==> config.mk <==
export PLATFORM = sky130hd
export DESIGN_NAME = lnx_norm_flat
export DESIGN_NICKNAME = d
export VERILOG_FILES = /design/src/rtl/lnx_norm_if.sv /design/src/rtl/lnx_norm.sv /design/src/flat_wrapper.sv
export SDC_FILE = /design/constraint.sdc
export NUM_CORES = 1
export LEC_CHECK = 0
export CORE_ASPECT_RATIO = 0.5
export CORE_MARGIN = 8
export CORE_UTILIZATION = 51
export CTS_CLUSTER_SIZE = 30
export DETAILED_ROUTE_END_ITERATION = 16
export PLACE_DENSITY = 0.91
export SLEW_MARGIN = 20
export SYNTH_ARGS = -nofsm -noshare
export SYNTH_HDL_FRONTEND = slang
export SYNTH_SLANG_ARGS = --single-unit
==> constraint.sdc <==
create_clock -name CLK -period 3.05 [get_ports CLK]
set_input_delay 0.7625 -clock CLK [delete_from_list [all_inputs] [get_ports CLK]]
set_output_delay 0.7625 -clock CLK [all_outputs]
set_load 0.005 [all_outputs]
==> src/rtl/lnx_norm_if.sv <==
// Handshake and data bundle between the normalizer and its requester.
// The master drives START/IN; the slave (lnx_norm) returns OUT/K/READY/VALID/FLAG.
interface lnx_norm_if;
  logic              START;
  logic [15:0]       IN;
  logic [15:0]       OUT;
  logic signed [4:0] K;
  logic              READY;
  logic              VALID;
  logic              FLAG;

  modport master (output START, IN, input OUT, K, READY, VALID, FLAG);
  modport slave  (input START, IN, output OUT, K, READY, VALID, FLAG);
endinterface

==> src/rtl/lnx_norm.sv <==
// Normalizes unsigned Q8.8 x into m in [1,2) and exponent K with x = m * 2^K, one shift per cycle.
// Define LNX_NORM_ROUND_EN to round the mantissa half-up using the last bit shifted out.
module lnx_norm (
  input  logic       CLK,
  input  logic       RESETn,
  lnx_norm_if.slave  bus
);
  typedef enum logic [1:0] {S_IDLE, S_SHIFT, S_DONE} state_t;

  state_t            state_q, state_d;
  logic [15:0]       work_q, work_d;
  logic signed [4:0] exp_q, exp_d;
  logic [15:0]       out_q, out_d;
  logic signed [4:0] k_q, k_d;
  logic              ready_q, ready_d;
  logic              valid_q, valid_d;
  logic              flag_q, flag_d;
`ifdef LNX_NORM_ROUND_EN
  logic              guard_q, guard_d;
  logic [9:0]        round_sum;

  // Only bits [8:0] can be nonzero once normalized, so a carry into bit 9 means 2.0.
  assign round_sum = {1'b0, work_q[8:0]} + {9'd0, guard_q};
`endif

  always_comb begin
    state_d = state_q;
    work_d  = work_q;
    exp_d   = exp_q;
    out_d   = out_q;
    k_d     = k_q;
    ready_d = ready_q;
    valid_d = 1'b0;
    flag_d  = flag_q;
`ifdef LNX_NORM_ROUND_EN
    guard_d = guard_q;
`endif
    case (state_q)
      S_IDLE: begin
        if (bus.START && ready_q) begin
          state_d = S_SHIFT;
          work_d  = bus.IN;
          exp_d   = '0;
          ready_d = 1'b0;
`ifdef LNX_NORM_ROUND_EN
          guard_d = 1'b0;
`endif
        end
      end
      S_SHIFT: begin
        // Zero must be caught first, otherwise it would left-shift forever.
        if (work_q == 16'd0) begin
          state_d = S_DONE;
          valid_d = 1'b1;
          out_d   = '0;
          k_d     = '0;
          flag_d  = 1'b1;
        end else if (|work_q[15:9]) begin
          work_d  = {1'b0, work_q[15:1]};
          exp_d   = exp_q + 5'sd1;
`ifdef LNX_NORM_ROUND_EN
          guard_d = work_q[0];
`endif
        end else if (!work_q[8]) begin
          work_d  = {work_q[14:0], 1'b0};
          exp_d   = exp_q - 5'sd1;
        end else begin
          state_d = S_DONE;
          valid_d = 1'b1;
          flag_d  = 1'b0;
`ifdef LNX_NORM_ROUND_EN
          if (round_sum[9]) begin
            out_d = 16'h0100;
            k_d   = exp_q + 5'sd1;
          end else begin
            out_d = {7'd0, round_sum[8:0]};
            k_d   = exp_q;
          end
`else
          out_d = work_q;
          k_d   = exp_q;
`endif
        end
      end
      S_DONE: begin
        // VALID is high for this whole state; READY comes back on the way out.
        state_d = S_IDLE;
        ready_d = 1'b1;
      end
      default: begin
        state_d = S_IDLE;
        ready_d = 1'b1;
      end
    endcase
  end

  always_ff @(posedge CLK or negedge RESETn) begin
    if (!RESETn) begin
      state_q <= S_IDLE;
      work_q  <= '0;
      exp_q   <= '0;
      out_q   <= '0;
      k_q     <= '0;
      ready_q <= 1'b1;
      valid_q <= 1'b0;
      flag_q  <= 1'b0;
`ifdef LNX_NORM_ROUND_EN
      guard_q <= 1'b0;
`endif
    end else begin
      state_q <= state_d;
      work_q  <= work_d;
      exp_q   <= exp_d;
      out_q   <= out_d;
      k_q     <= k_d;
      ready_q <= ready_d;
      valid_q <= valid_d;
      flag_q  <= flag_d;
`ifdef LNX_NORM_ROUND_EN
      guard_q <= guard_d;
`endif
    end
  end

  assign bus.OUT   = out_q;
  assign bus.K     = k_q;
  assign bus.READY = ready_q;
  assign bus.VALID = valid_q;
  assign bus.FLAG  = flag_q;
endmodule

==> src/flat_wrapper.sv <==
// flat-port wrapper written by rule: the top's interface ports become plain ports
module lnx_norm_flat 
  (CLK, RESETn, bus_START, bus_IN, bus_OUT, bus_K, bus_READY, bus_VALID, bus_FLAG);
  lnx_norm_if bus_i ();
  input  logic CLK;
  input  logic RESETn;
  input wire logic [$bits(bus_i.START)-1:0] bus_START;
  input wire logic [$bits(bus_i.IN)-1:0] bus_IN;
  output wire logic [$bits(bus_i.OUT)-1:0] bus_OUT;
  output wire logic [$bits(bus_i.K)-1:0] bus_K;
  output wire logic [$bits(bus_i.READY)-1:0] bus_READY;
  output wire logic [$bits(bus_i.VALID)-1:0] bus_VALID;
  output wire logic [$bits(bus_i.FLAG)-1:0] bus_FLAG;
  assign bus_i.START = bus_START;
  assign bus_i.IN = bus_IN;
  assign bus_OUT = bus_i.OUT;
  assign bus_K = bus_i.K;
  assign bus_READY = bus_i.READY;
  assign bus_VALID = bus_i.VALID;
  assign bus_FLAG = bus_i.FLAG;
  lnx_norm u_core (.CLK(CLK), .RESETn(RESETn), .bus(bus_i));
endmodule
* Word level (Yosys, flattened, before mapping) *
Index checks and enable logic that the tools add are counted.

cells by class
  mux-type cells = 30
  reductions and logical operators = 11
  add/subtract/negate cells = 2
  equality and inequality tests = 7
  bitwise operators = 1

operators by type and width
  operator                                             number
  two-way mux 16 bit                                   7
  two-way mux 5 bit                                    7
  one-hot mux 16 bit (2 select lines)                  1
  logical NOT 16 bit                                   1
  one-hot mux 5 bit (2 select lines)                   1
  AND reduction 3 bit                                  3
  two-way mux 1 bit                                    8
  two-way mux 2 bit                                    4
  OR reduction 7 bit                                   1
  adder 5 x 2 -> 5 bit, second input constant          1
  subtractor 5 x 2 -> 5 bit, second input constant     1
  != test 2 x 1 -> 1 bit, second input constant        2
  one-hot mux 2 bit (2 select lines)                   1
  AND reduction 4 bit                                  1
  nonzero test 2 bit                                   2
  != test 3 x 1 -> 1 bit, second input constant        1
  != test 3 x 2 -> 1 bit, second input constant        1
  != test 3 bit, second input constant                 1
  equality test 2 x 1 -> 1 bit, second input constant  1
  logical NOT 2 bit                                    1
  != test 2 bit, second input constant                 1
  one-hot mux 1 bit (2 select lines)                   1
  AND reduction 2 bit                                  1
  logical AND 1 bit                                    1
  NOT 1 bit                                            1

storage, ports and cells
  logic and storage cells = 60
  bits in registers = 47

* Logic depth before layout (Yosys ltp) *
Gate-level depths: netlist of the first run.

  depth after elaboration = 5
  gate-level depth with buffers = 10
  mapped depth without buffers = 9

* Worst setup path after synthesis of the first run *
Ideal clock, no wire load.

  path type = flip-flop to flip-flop
  start = register u_core.work_q[12]
  end = register u_core.exp_q[4]
  data arrival time = 2341 ps
  required time = 2963 ps
  slack = 623 ps
  period minus slack after synthesis = 2427 ps
  cell stages (with the launch flop) = 11
  cells stage by stage = dfrtp_1 > nor4_4 > nand2_2 > clkbuf_1 > xnor2_1 > ha_1 > or3_1 > a21oi_1 > a21oi_1 > or3_1 > o211ai_1

on the way
  cells in the longest elaborated chain, start to end = 4
  elaborated cells on any way between the ends = 8
  those cells by class = eq/ne (2); mux (3); reduce/logical (3)

RTL lines
  what                                RTL line         text
  start, declared                     lnx_norm.sv:11   logic [15:0] work_q, work_d;
  start signal, assigned              lnx_norm.sv:112  work_q <= work_d;
  OR reduction 7 bit                  lnx_norm.sv:58   end else if (|work_q[15:9]) begin
  two-way mux 5 bit                   lnx_norm.sv:58
  two-way mux 5 bit                   lnx_norm.sv:52   if (work_q == 16'd0) begin
  one-hot mux 5 bit (2 select lines)  lnx_norm.sv:38   case (state_q)
  end signal, assigned                lnx_norm.sv:113  exp_q <= exp_d;
  end, declared                       lnx_norm.sv:12   logic signed [4:0] exp_q, exp_d;

Parallel ways exist; a longest one is shown, timed or not. The select of a mux whose other input is x is not followed.
A chain may end at the register's enable or synchronous reset.

* Worst setup path in the final report of the first run *
Same ends and word-level chain as after synthesis.

==> results of run 1 <==
cell usage after synthesis, drive strengths merged, types with 2 or more instances:
cell type and count:
nand3 13, nor3 3, nand2 13, ha 2, o21ai 7, o22ai 6
inv 7, nand2b 2, mux2i 4, a21oi 6, nor4 2, a22o 13
or3 3, buf 3, xnor2 2, dfrtp 46, and2 8, clkbuf 7
nor2 23, a31oi 11, mux2 7
sequential cells by signal (all words and copies together) (netlist names):
register and count:
u_core.bus.K 5, u_core.exp_q 5, u_core.state_q 2, u_core.bus.FLAG 1, u_core.work_q 16, u_core.bus.VALID 1
u_core.bus.OUT 16, u_core.bus.READY 1
final cells by class:
cell class	count	area [µm²]	share of cell area, %
flip-flops and latches	47	1180	43.5
multi-input cells	134	871	32.2
repair buffers	45	440	16.3
clock buffers	6	82.6	3.05
well taps	54	67.6	2.50
clock inverters	2	35.0	1.30
inverters	8	30.0	1.11
report_power, final:
| part | switching (mW) | internal, mW |
|---|---|---|
| Clock | 0.210 | 0.265 |
| Combinational | 0.455 | 0.506 |
| Sequential | 0.224 | 0.845 |
| Total | 0.889 | 1.62 |
metal layers:
layer | vias up | global-route usage, % | part of all wire (%)
met1 | 872 | 18.1 | 41
met3 | 11 | 3.86 | 6.9
met5 | - | 0 | 0
met4 | 0 | 9.31 | 1.8
met2 | 71 | 28.8 | 50
li1 | 790 | - | -
worst max-delay path by stage:
stage	end	from	slack (ps)	depth (start not counted)
finish	u_core.exp_q[4]$_DFFE_PN0P_	u_core.work_q[12]$_DFFE_PN0P_	370	9
CTS	u_core.exp_q[4]$_DFFE_PN0P_	u_core.work_q[13]$_DFFE_PN0P_	370	9
floorplan	u_core.exp_q[4]$_DFFE_PN0P_	u_core.work_q[12]$_DFFE_PN0P_	620	10
global placement	u_core.work_q[2]$_DFFE_PN0P_	bus_START	370	6
global route	u_core.exp_q[4]$_DFFE_PN0P_	u_core.work_q[13]$_DFFE_PN0P_	200	9
detailed placement	u_core.work_q[3]$_DFFE_PN0P_	bus_START	310	6
through the flow:
step           cell area (µm²)  total power [mW]
2_1_floorplan             2130              1.66
3_3_place_gp              2580              1.95
3_5_place_dp              2580              2.02
4_1_cts                   2700              2.50
5_1_grt                   2700              2.65
6_report                  2700              2.51
critical path: stages, from the launching register on:
cell,delay [ps]
sky130_fd_sc_hd__dfrtp_1,430
sky130_fd_sc_hd__nor4_4,340
sky130_fd_sc_hd__nand2_2,290
sky130_fd_sc_hd__xnor2_1,220
sky130_fd_sc_hd__ha_1,260
sky130_fd_sc_hd__or3_1,330
sky130_fd_sc_hd__a21oi_1,200
sky130_fd_sc_hd__a21oi_1,120
sky130_fd_sc_hd__or3_1,320
sky130_fd_sc_hd__o211ai_1,80
cells by family after synthesis:
family,Yosys count,share of synthesized area [%]
mux,11,5.94
simple gates,71,17.2
flops,47,55.4
compound gates,48,15.8
fa+ha+maj,2,1.18
xor+xnor,2,0.824
buf+inv,18,3.65
==> results.txt, run 1 <==
----------------------------------------------------
[Status]
  Run status ... complete, no violations

[Pwr]
  Peak supply drop ... approximately 0.31 mV
  Static leakage power ... 1.19 nW
  Total power divided by cell area ... 927 mW/mm²

[Cells and area]
  Number of standard cells in the final layout excluding fillers ... 296
  Most common cell after layout, fill and taps aside ... sky130_fd_sc_hd__dfrtp_1
  Final core utilization ... 68.6%
  Layout fillers ... 266
  Synth-to-Final Area Change ... 27.2%
  Antenna fix cells ... 0
  Final net count ... 262
  Share of final-layout standard cells stronger than drive strength 1 ... 10.7%
  Commonest non-fill, non-tap cells in the layout ... sky130_fd_sc_hd__dfrtp_1, sky130_fd_sc_hd__clkdlybuf4s50_1, sky130_fd_sc_hd__nor2_1

[GRT]
  Antenna violations before repair ... 0
  Final global-route overflow total ... 0
  Largest net degree at the start of global routing ... 48
  GRT Resource Usage Total ... 16.2%
  Via count of the first global-routing pass ... 1775
  First-pass GRT wire length ... 8360 µm

[Critical path]
  CP startpoint kind ... flop
  Data arrival time of the critical path ... 2910 ps
  CP max FO ... 15
  Startpoint-to-endpoint class of the critical path ... reg2reg
  Endpoint of the most critical register-to-register path ... u_core.exp_q[4]$_DFFE_PN0P_
  CP Data Required Time ... 3280 ps
  Reg-to-reg startpoint ... u_core.work_q[12]$_DFFE_PN0P_
  Critical Path End Type ... flop
  FF-to-FF setup slack ... about 370 ps
  Worst reg2reg path depth ... 9

[Die]
  Die extent in x ... ~110 µm
  Area inside the core boundary ... 0.00394 mm²
  Die footprint ... 0.00662 mm²
  Boundary pin count ... 43
  Count of standard-cell rows ... 16
  Starting density of the core ... 53.9%
  Die outline height ... around 62 µm

[Synthesis]
  Most area-consuming cells after synthesis ... sky130_fd_sc_hd__dfrtp_1, sky130_fd_sc_hd__a22o_1, sky130_fd_sc_hd__nor2_1
  Fraction of registers with async set or reset after synthesis ... 100%
  Number of flip-flops and latches in the synthesized netlist ... 47
  Post-synth cell types ... 40
  Post-synth top area cell ... sky130_fd_sc_hd__dfrtp_1
  Post-synthesis instance area ... about 0.0021 mm²
  Synthesized instance count ... 199
  Most used flip-flop cell after synthesis ... sky130_fd_sc_hd__dfrtp_1
  Yosys warning count ... 0
  Average instance area after synthesis ... 10.7 µm²
  Number of synthesized flops with an enable pin ... 0
  Share of synthesized area occupied by flip-flops and latches ... 55.4%
  Yosys top cell area share ... 54.1%
  Post-synth net total ... 220

[Drt]
  Initial drt markers ... 107
  Remaining routing DRC violations ... 0
  Wire per inst ... 17.3 µm
  Number of vias per cell after detailed routing ... 5.89
  Routed wire length ... 5120 µm
  1st-pass router iterations ... 4
  Total via count in the routed design ... 1744
  Antenna viol nets, final ... 0

[Worst hold path]
  Class of the tightest hold or removal check ... in2async

[Timing]
  Max-slew headroom ... 35.9%
  Maximum clock skew at final layout ... 8.79 ps
  Final cycle utilization of the critical path ... 87.8%
  Min Tclk post-route ... roughly 2700 ps
  Unrepaired setup endpoints after global routing ... false
  Final Setup Violations ... 0
  Transition time at the pin with the least slew margin ... 956 ps
  Highest achievable clock rate ... 373 MHz
  Setup TNS after final layout ... 0 ps
  Final-layout worst hold slack ... 445 ps
  Max Transition Viols Final ... 0
  Worst path setup slack after routing ... 371 ps
  Final Hold Vio Count ... 0

[Clocking]
  CTS buffer count ... 5
  CTS Hold Buffers Added ... 0
  Buffers from clock root to sink, at most ... 2
  Post-CTS setup-driven buffer insertion count ... 0
  CTS sink cnt ... 47
  Skew-Pair Late Insertion Delay ... 310 ps
  Clock slew at the register clock pins of the worst setup and hold paths ... roughly 80 ps
  CTS tree ... built
  Root cell of the clock tree ... sky130_fd_sc_hd__clkbuf_8
  # resized after CTS ... 0
  Maximum level of the CTS H-tree ... 2

[Placement]
  Number of cells in the design after placement ... 288
  Buffers on Ports ... 42
  Worst-case setup slack after placement ... around 310 ps
  Detailed Place HPWL ... 3550 µm
  GP Congestion ... 0.798

[Flow run]
  Max-capacitance violation count ... 0

----------------------------------------------------
No activity file was read; power rests on OpenSTA's default activity.
==> run 2: changes to the inputs <==
--- a/config.mk
+++ b/config.mk
@@ -5,13 +5,14 @@
 export SDC_FILE = /design/constraint.sdc
 export NUM_CORES = 1
 export LEC_CHECK = 0
+export CELL_PAD_IN_SITES_DETAIL_PLACEMENT = 0
+export CELL_PAD_IN_SITES_GLOBAL_PLACEMENT = 1
 export CORE_ASPECT_RATIO = 0.5
 export CORE_MARGIN = 8
-export CORE_UTILIZATION = 51
+export CORE_UTILIZATION = 39
 export CTS_CLUSTER_SIZE = 30
 export DETAILED_ROUTE_END_ITERATION = 16
-export PLACE_DENSITY = 0.91
-export SLEW_MARGIN = 20
+export PLACE_DENSITY = 0.9
 export SYNTH_ARGS = -nofsm -noshare
 export SYNTH_HDL_FRONTEND = slang
 export SYNTH_SLANG_ARGS = --single-unit
==> run 2 against run 1 <==
- register-to-register slack gained 320 ps
- sequential power hardly changed
- worst setup slack improved by 280 ps
- total power down 3.7%
- critical path depth shrank 3
- first-iteration DRC count down 13%
- clock skew is 2.8 ps lower
- non-clock buffer count is 2 higher
- combinational power shrank 2.9%
- cell area up 0.83%
- maximum frequency rose by 12%
- largest power group unchanged
==> results.txt, run 2 (synthesis results as in run 1) <==
----------------------------------------------------
[Placement]
  Worst-case setup slack after placement ... 326 ps (+18.7 ps)
  GP Congestion ... 0.768 (-3.8%)
  Buffers on Ports ... 42 (unchanged)
  Total cell area at the placement stage ... 0.00262 mm² (+1.5%)
  Detailed Place HPWL ... 3370 µm (-5.1%)

[Clocking]
  Root cell of the clock tree ... sky130_fd_sc_hd__clkbuf_8
  CTS sink cnt ... 47 (unchanged)
  Buffers from clock root to sink, at most ... 2 (unchanged)
  CTS buffer count ... 5 (unchanged)
  Post-CTS setup-driven buffer insertion count ... 0 (unchanged)
  CTS tree ... built
  # resized after CTS ... 0 (unchanged)
  Clock slew at the register clock pins of the worst setup and hold paths ... 90 ps (about the same)
  CTS Hold Buffers Added ... 0 (unchanged)
  Maximum level of the CTS H-tree ... 2 (unchanged)
  Skew-Pair Late Insertion Delay ... 300 ps (about the same)

[Pwr]
  P_int ... 1.56 mW (-3.7%)
  Static leakage power ... 1.18 nW (-0.17%)
  Proportion of power drawn by combinational gates ... 38.7% (+0.3 points)
  Switch Pwr ... 0.855 mW (-3.9%)
  Clock network fraction of total power ... 17.3% (-1.7 points)
  Fraction of power consumed by sequential logic ... 44.0% (+1.3 points)
  Total power divided by cell area ... 885 mW/mm² (-4.5%)
  Switch share ... 35.4% (-0.046 points)
  Peak supply drop ... 0.294 mV (-6.0%)

[Worst hold path]
  Class of the tightest hold or removal check ... reg2reg
  Hold path endpoint ... u_core.bus.OUT[11]$_DFFE_PN0P_
  Number of cells traversed by the worst hold path ... 1
  Worst min-delay path startpoint ... u_core.bus.OUT[11]$_DFFE_PN0P_

[Timing]
  Transition time at the pin with the least slew margin ... 1050 ps (+93.1 ps)
  Min Tclk post-route ... 2400 ps (-279 ps)
  Maximum clock skew at final layout ... 6.00 ps (-2.79 ps)
  Final-layout worst hold slack ... 491 ps (+45.9 ps)
  Highest achievable clock rate ... 417 MHz (+12%)
  Worst path setup slack after routing ... 650 ps (+279 ps)
  Final cycle utilization of the critical path ... 78.7% (-9.1 points)
  Max Transition Viols Final ... 0 (unchanged)
  Unrepaired setup endpoints after global routing ... false
  Final Setup Violations ... 0 (unchanged)
  Setup TNS after final layout ... 0 ps (unchanged)
  Max-slew headroom ... 30.1% (-5.9 points)
  Final Hold Vio Count ... 0 (unchanged)

[GRT]
  GRT Resource Usage Total ... 12.7% (-3.5 points)
  Via count of the first global-routing pass ... 1650 (-7.0%)
  Antenna violations before repair ... 0 (unchanged)
  Largest net degree at the start of global routing ... 48 (unchanged)
  First-pass GRT wire length ... 8310 µm (-0.49%)
  Final global-route overflow total ... 0 (unchanged)

[Critical path]
  FF-to-FF setup slack ... 690 ps (+320 ps)
  CP Data Required Time ... 3240 ps (-40 ps)
  CP max FO ... 15 (unchanged)
  Startpoint-to-endpoint class of the critical path ... in2reg
  Family of cells with the greatest summed delay on the critical path ... simple AND/OR/NAND/NOR gates
  Data arrival time of the critical path ... 2590 ps (-320 ps)
  Buffering stage count on the worst path with inverters included ... 2 (+2)
  CP startpoint kind ... primary input
  Slowest Stage Delay on Critical Path ... 480 ps (+50 ps)
  Sequence of cells on the critical path ... clkdlybuf4s50_1, nand2b_1, or3b_2, and2_1, inv_2, mux2_2
  Critical Path End Type ... flop
  Worst reg2reg path depth ... 9 (unchanged)
  Reg-to-reg startpoint ... u_core.work_q[13]$_DFFE_PN0P_
  Endpoint of the most critical register-to-register path ... u_core.exp_q[4]$_DFFE_PN0P_
  Critical Path Slowest Stage Cell ... sky130_fd_sc_hd__clkdlybuf4s50_1

[Die]
  Area inside the core boundary ... 0.00537 mm² (+36%)
  Die extent in x ... 120 µm (+12%)
  Count of standard-cell rows ... 19 (+3)
  Starting density of the core ... 39.6% (-14 points)
  Boundary pin count ... 43 (unchanged)
  Die footprint ... 0.00821 mm² (+24%)
  Die outline height ... 68.2 µm (+11%)

[Drt]
  Antenna viol nets, final ... 0 (unchanged)
  Routed wire length ... 4860 µm (-4.9%)
  Remaining routing DRC violations ... 0 (unchanged)
  1st-pass router iterations ... 4 (unchanged)
  Total via count in the routed design ... 1666 (-4.5%)
  Initial drt markers ... 93 (-13%)
  Wire per inst ... 15.3 µm (-11%)
  Number of vias per cell after detailed routing ... 5.26 (-11%)

[Cells and area]
  Area of all placed cells without fillers ... 0.00273 mm² (+0.83%)
  Share of final-layout standard cells stronger than drive strength 1 ... 11.5% (+0.73 points)
  Antenna fix cells ... 0 (unchanged)
  Most common cell after layout, fill and taps aside ... sky130_fd_sc_hd__dfrtp_1
  Commonest non-fill, non-tap cells in the layout ... sky130_fd_sc_hd__dfrtp_1, sky130_fd_sc_hd__clkdlybuf4s50_1, sky130_fd_sc_hd__nor2_1
  Synth-to-Final Area Change ... 28.3%
  Final net count ... 264 (+0.76%)

[Flow run]
  Max-capacitance violation count ... 0 (unchanged)

[Status]
  Run status ... complete, no violations

----------------------------------------------------
## run 2: cell count changes in the layout (fill, tap and decap cells not counted), sizes merged
cell      delta
buf          +2
clkinvlp     +1
clkbuf       +1
clkinv       -1
bufinv       -1
## run 2: stage by stage
step | instances | power (mW) | util (%)
after floorplan | 199 | 1.66 | -
after global placement | 309 | 1.97 | 48.8
after detailed placement | 309 | 2.01 | 48.8
after CTS | 317 | 2.43 | 50.7
after global routing | 317 | 2.59 | 50.7
final | 317 | 2.41 | 50.7
## run 2: how the worst max path moves through the flow
| stage | from | end | slack, ps | cells past startpoint |
|---|---|---|---|---|
| after global placement | bus_START | u_core.work_q[3]$_DFFE_PN0P_ | 360 | 6 |
| after floorplan | u_core.work_q[12]$_DFFE_PN0P_ | u_core.exp_q[4]$_DFFE_PN0P_ | 620 | 10 |
| after global routing | u_core.work_q[13]$_DFFE_PN0P_ | u_core.exp_q[4]$_DFFE_PN0P_ | 530 | 9 |
| after CTS | bus_START | u_core.work_q[2]$_DFFE_PN0P_ | 650 | 6 |
| after detailed placement | bus_START | u_core.work_q[2]$_DFFE_PN0P_ | 330 | 6 |
| final | bus_START | u_core.work_q[3]$_DFFE_PN0P_ | 650 | 6 |
## run 2: power groups by stage
stage | Clock [mW] | Combinational (mW) | Sequential, mW
after global routing | 0.456 | 1.04 | 1.10
after global placement | 0 | 0.907 | 1.06
after detailed placement | 0 | 0.940 | 1.07
after floorplan | 0 | 0.629 | 1.03
after CTS | 0.425 | 0.947 | 1.06
final | 0.417 | 0.933 | 1.06
## run 2: final cells by class
cell class	count	area, µm²
clock inverter	1	7.51
inverter	8	30.0
sequential	47	1180
fill	492	2650
tap	73	91.3
multi-input combinational	134	871
timing repair buffer	47	453
clock buffer	7	96.3
## run 2: routing by layer
layer	track usage [%]	share of wire (%)	wire, µm	up-vias
li1	-	-	-	797
met1	15.7	46	2230	835
met2	22.1	49	2370	29
met3	2.96	4.2	205	5
met4	4.62	1.2	56	0
met5	0	0	0	-
==> run 3: changes to the inputs <==
--- a/config.mk
+++ b/config.mk
@@ -9,10 +9,10 @@
 export CELL_PAD_IN_SITES_GLOBAL_PLACEMENT = 1
 export CORE_ASPECT_RATIO = 0.5
 export CORE_MARGIN = 8
-export CORE_UTILIZATION = 39
+export CORE_UTILIZATION = 35
 export CTS_CLUSTER_SIZE = 30
 export DETAILED_ROUTE_END_ITERATION = 16
-export PLACE_DENSITY = 0.9
+export PLACE_DENSITY = 0.86
 export SYNTH_ARGS = -nofsm -noshare
 export SYNTH_HDL_FRONTEND = slang
 export SYNTH_SLANG_ARGS = --single-unit
==> constraint.sdc (replaced) <==
create_clock -name CLK -period 2.2 [get_ports CLK]
set_input_delay 0.55 -clock CLK [delete_from_list [all_inputs] [get_ports CLK]]
set_output_delay 0.55 -clock CLK [all_outputs]
set_load 0.005 [all_outputs]
==> run 3 against run 2 <==
- the flow now finishes with violations (setup timing)
- die area increased by 9.3%
- clock power grew 73%
- register-to-register slack worse by 700 ps
- highest routed layer unchanged
==> results.txt, run 3 (synthesis results as in run 1) <==
----------------------------------------------------
[Timing]
  Final cycle utilization of the critical path ... 101%
  Final-layout worst hold slack ... 343 ps (-147 ps)
  Max Transition Viols Final ... 0 (unchanged)
  Worst path setup slack after routing ... -13.4 ps (-663 ps)
  Unrepaired setup endpoints after global routing ... true
  Final Hold Vio Count ... 0 (unchanged)
  Max-slew headroom ... 61.1% (+31 points)
  Min Tclk post-route ... approximately 2200 ps
  Highest achievable clock rate ... 452 MHz
  Final Setup Violations ... 1 (+1)
  Transition time at the pin with the least slew margin ... 584 ps (-466 ps)
  Maximum clock skew at final layout ... 4.78 ps (-1.22 ps)
  Setup TNS after final layout ... -13.4 ps (-13.4 ps)

[GRT]
  Largest net degree at the start of global routing ... 48 (unchanged)
  GRT Resource Usage Total ... 11.3% (-1.5 points)
  Antenna violations before repair ... 0 (unchanged)
  Met2 track utilization from global routing ... 18.0% (-4.0 points)
  Routing layer with the top usage in global route ... met2
  Final global-route overflow total ... 0 (unchanged)
  Via count of the first global-routing pass ... 1670 (+1.2%)
  First-pass GRT wire length ... 8230 µm (-1.0%)
  GR met3 Demand/Resource ... 2.70% (-0.26 points)
  Met1 track demand over resource ... 14.2% (-1.4 points)

[Pwr]
  Proportion of power drawn by combinational gates ... 39.2% (+0.5 points)
  Peak supply drop ... 0.441 mV (+50%)
  Clock network fraction of total power ... 19.8% (+2.5 points)
  Fraction of power consumed by sequential logic ... 40.9% (-3.1 points)
  P_int ... 2.39 mW (+54%)
  Static leakage power ... 1.26 nW (+6.8%)
  Switch Pwr ... 1.25 mW (+46%)
  Total power divided by cell area ... 1260 mW/mm² (+43%)
  Switch share ... 34.3% (-1.2 points)

[Placement]
  Worst-case setup slack after placement ... -257 ps (-583 ps)
  Buffers on Ports ... 42 (unchanged)
  GP Congestion ... 0.757 (-1.5%)
  Detailed Place HPWL ... 3640 µm (+8.0%)
  Number of cells in the design after placement ... 323 (+4.5%)
  Total cell area at the placement stage ... 0.00271 mm² (+3.1%)

[Critical path]
  CP startpoint kind ... flop
  Data arrival time of the critical path ... 2410 ps (-180 ps)
  CP max FO ... 3 (-12)
  Startpoint-to-endpoint class of the critical path ... reg2reg
  Critical Path End Type ... flop
  CP Data Required Time ... 2400 ps (-840 ps)
  FF-to-FF setup slack ... -10 ps (-700 ps)

[Status]
  Failing checks ... setup timing
  Run status ... finished, violations left

[Cells and area]
  Synth-to-Final Area Change ... 35.7%
  Area of all placed cells without fillers ... 0.00288 mm² (+5.8%)
  Share of final-layout standard cells stronger than drive strength 1 ... 17.1% (+5.6 points)
  Most common cell after layout, fill and taps aside ... sky130_fd_sc_hd__dfrtp_1
  Area taken by flip-flops and latches ... 0.00118 mm² (unchanged)
  Final net count ... 277 (+4.9%)
  Number of standard cells in the final layout excluding fillers ... 334 (+5.4%)
  Multi-input combinational cell area ... 886 µm² (+1.7%)
  Antenna fix cells ... 0 (unchanged)
  Commonest non-fill, non-tap cells in the layout ... sky130_fd_sc_hd__dfrtp_1, sky130_fd_sc_hd__clkdlybuf4s50_1, sky130_fd_sc_hd__nor2_1
  Layout fillers ... 568 (+15%)

[Worst hold path]
  Class of the tightest hold or removal check ... in2async

[Drt]
  1st-pass router iterations ... 4 (unchanged)
  Total via count in the routed design ... 1661 (-0.30%)
  Routed wire length ... 4950 µm (+1.8%)
  Antenna viol nets, final ... 0 (unchanged)
  Wire per inst ... 14.8 µm (-3.4%)
  Number of vias per cell after detailed routing ... 4.97 (-5.4%)
  Initial drt markers ... 121 (+30%)
  Remaining routing DRC violations ... 0 (unchanged)

[Die]
  Starting density of the core ... 35.7% (-3.9 points)
  Count of standard-cell rows ... 20 (+1)
  Die outline height ... 71.1 µm (+4.3%)
  Die footprint ... 0.00898 mm² (+9.3%)
  Area inside the core boundary ... 0.00596 mm² (+11%)
  Boundary pin count ... 43 (unchanged)
  Die extent in x ... 126 µm (+4.8%)

[Clocking]
  CTS buffer count ... 5 (unchanged)
  Buffers from clock root to sink, at most ... 2 (unchanged)
  CTS tree ... built
  Clock slew at the register clock pins of the worst setup and hold paths ... 60 ps (-30 ps)
  CTS Hold Buffers Added ... 0 (unchanged)
  CTS sink cnt ... 47 (unchanged)
  Root cell of the clock tree ... sky130_fd_sc_hd__clkbuf_16
  Skew-Pair Late Insertion Delay ... 280 ps (-20 ps)
  Maximum level of the CTS H-tree ... 2 (unchanged)

[Flow run]
  Max-capacitance violation count ... 0 (unchanged)

----------------------------------------------------
-- run 3: changes by cell type in the layout (fill, tap and decap cells not counted), sizes merged --
cell	change
clkbuf	-1
clkinv	+1
buf	+13
-- run 3: repair_timing --
item / 4_1_cts / 5_1_grt
endpoints found under the setup margin: 0 / 7
setup buffers: 0 / 3
gates resized for setup: 0 / 4
-- run 3: cell type report --
cell class	instances	share of cell area [%]
clock buffer	6	4.47
clock inverter	2	0.434
inverter	8	1.13
multi-input combinational	134	30.7
sequential	47	40.8
tap	77	3.34
timing repair buffer	60	19.1
-- run 3: path summary, 6_finish.rpt --
check / from / endpoint / depth (start not counted)
max: u_core.work_q[12]$_DFFE_PN0P_ / u_core.exp_q[4]$_DFFE_PN0P_ / 9
min: RESETn / u_core.bus.K[0]$_DFFE_PN0P_ / 2
max reg2reg: u_core.work_q[12]$_DFFE_PN0P_ / u_core.exp_q[4]$_DFFE_PN0P_ / 9
min reg2reg: u_core.bus.OUT[10]$_DFFE_PN0P_ / u_core.bus.OUT[10]$_DFFE_PN0P_ / 1
max in group asynchronous: RESETn / u_core.bus.OUT[13]$_DFFE_PN0P_ / 2
min in group CLK: u_core.bus.OUT[10]$_DFFE_PN0P_ / u_core.bus.OUT[10]$_DFFE_PN0P_ / 1
-- run 3: power groups by stage --
| stage | logic [mW] | clock network, mW | registers [mW] |
|---|---|---|---|
| final | 1.43 | 0.722 | 1.49 |
| after global routing | 1.59 | 0.771 | 1.54 |
| after CTS | 1.39 | 0.741 | 1.49 |
| after detailed placement | 1.39 | 0 | 1.50 |
| after global placement | 1.35 | 0 | 1.48 |
| after floorplan | 0.877 | 0 | 1.43 |
-- run 3: metrics by stage --
| stage | utilization, % | total power [mW] |
|---|---|---|
| after floorplan | - | 2.31 |
| after global placement | 45.4 | 2.83 |
| after detailed placement | 45.4 | 2.89 |
| after CTS | 47.8 | 3.62 |
| after global routing | 48.4 | 3.90 |
| final | 48.4 | 3.64 |
-- run 3: worst max-delay path, cell delays in order, from the launching register on --
cell                       delay [ps]
sky130_fd_sc_hd__dfrtp_1          430
sky130_fd_sc_hd__nor4_4           320
sky130_fd_sc_hd__nand2_2          100
sky130_fd_sc_hd__xnor2_1          130
sky130_fd_sc_hd__ha_2             200
sky130_fd_sc_hd__or3_1            330
sky130_fd_sc_hd__a21oi_2          160
sky130_fd_sc_hd__a21oi_2           80
sky130_fd_sc_hd__or3_1            310
sky130_fd_sc_hd__o211ai_1          90
-- run 3: metal layers --
metal	up-vias	wire length, µm
li1	826	-
met1	797	2320
met2	33	2340
met3	5	224
met4	0	64
met5	-	0
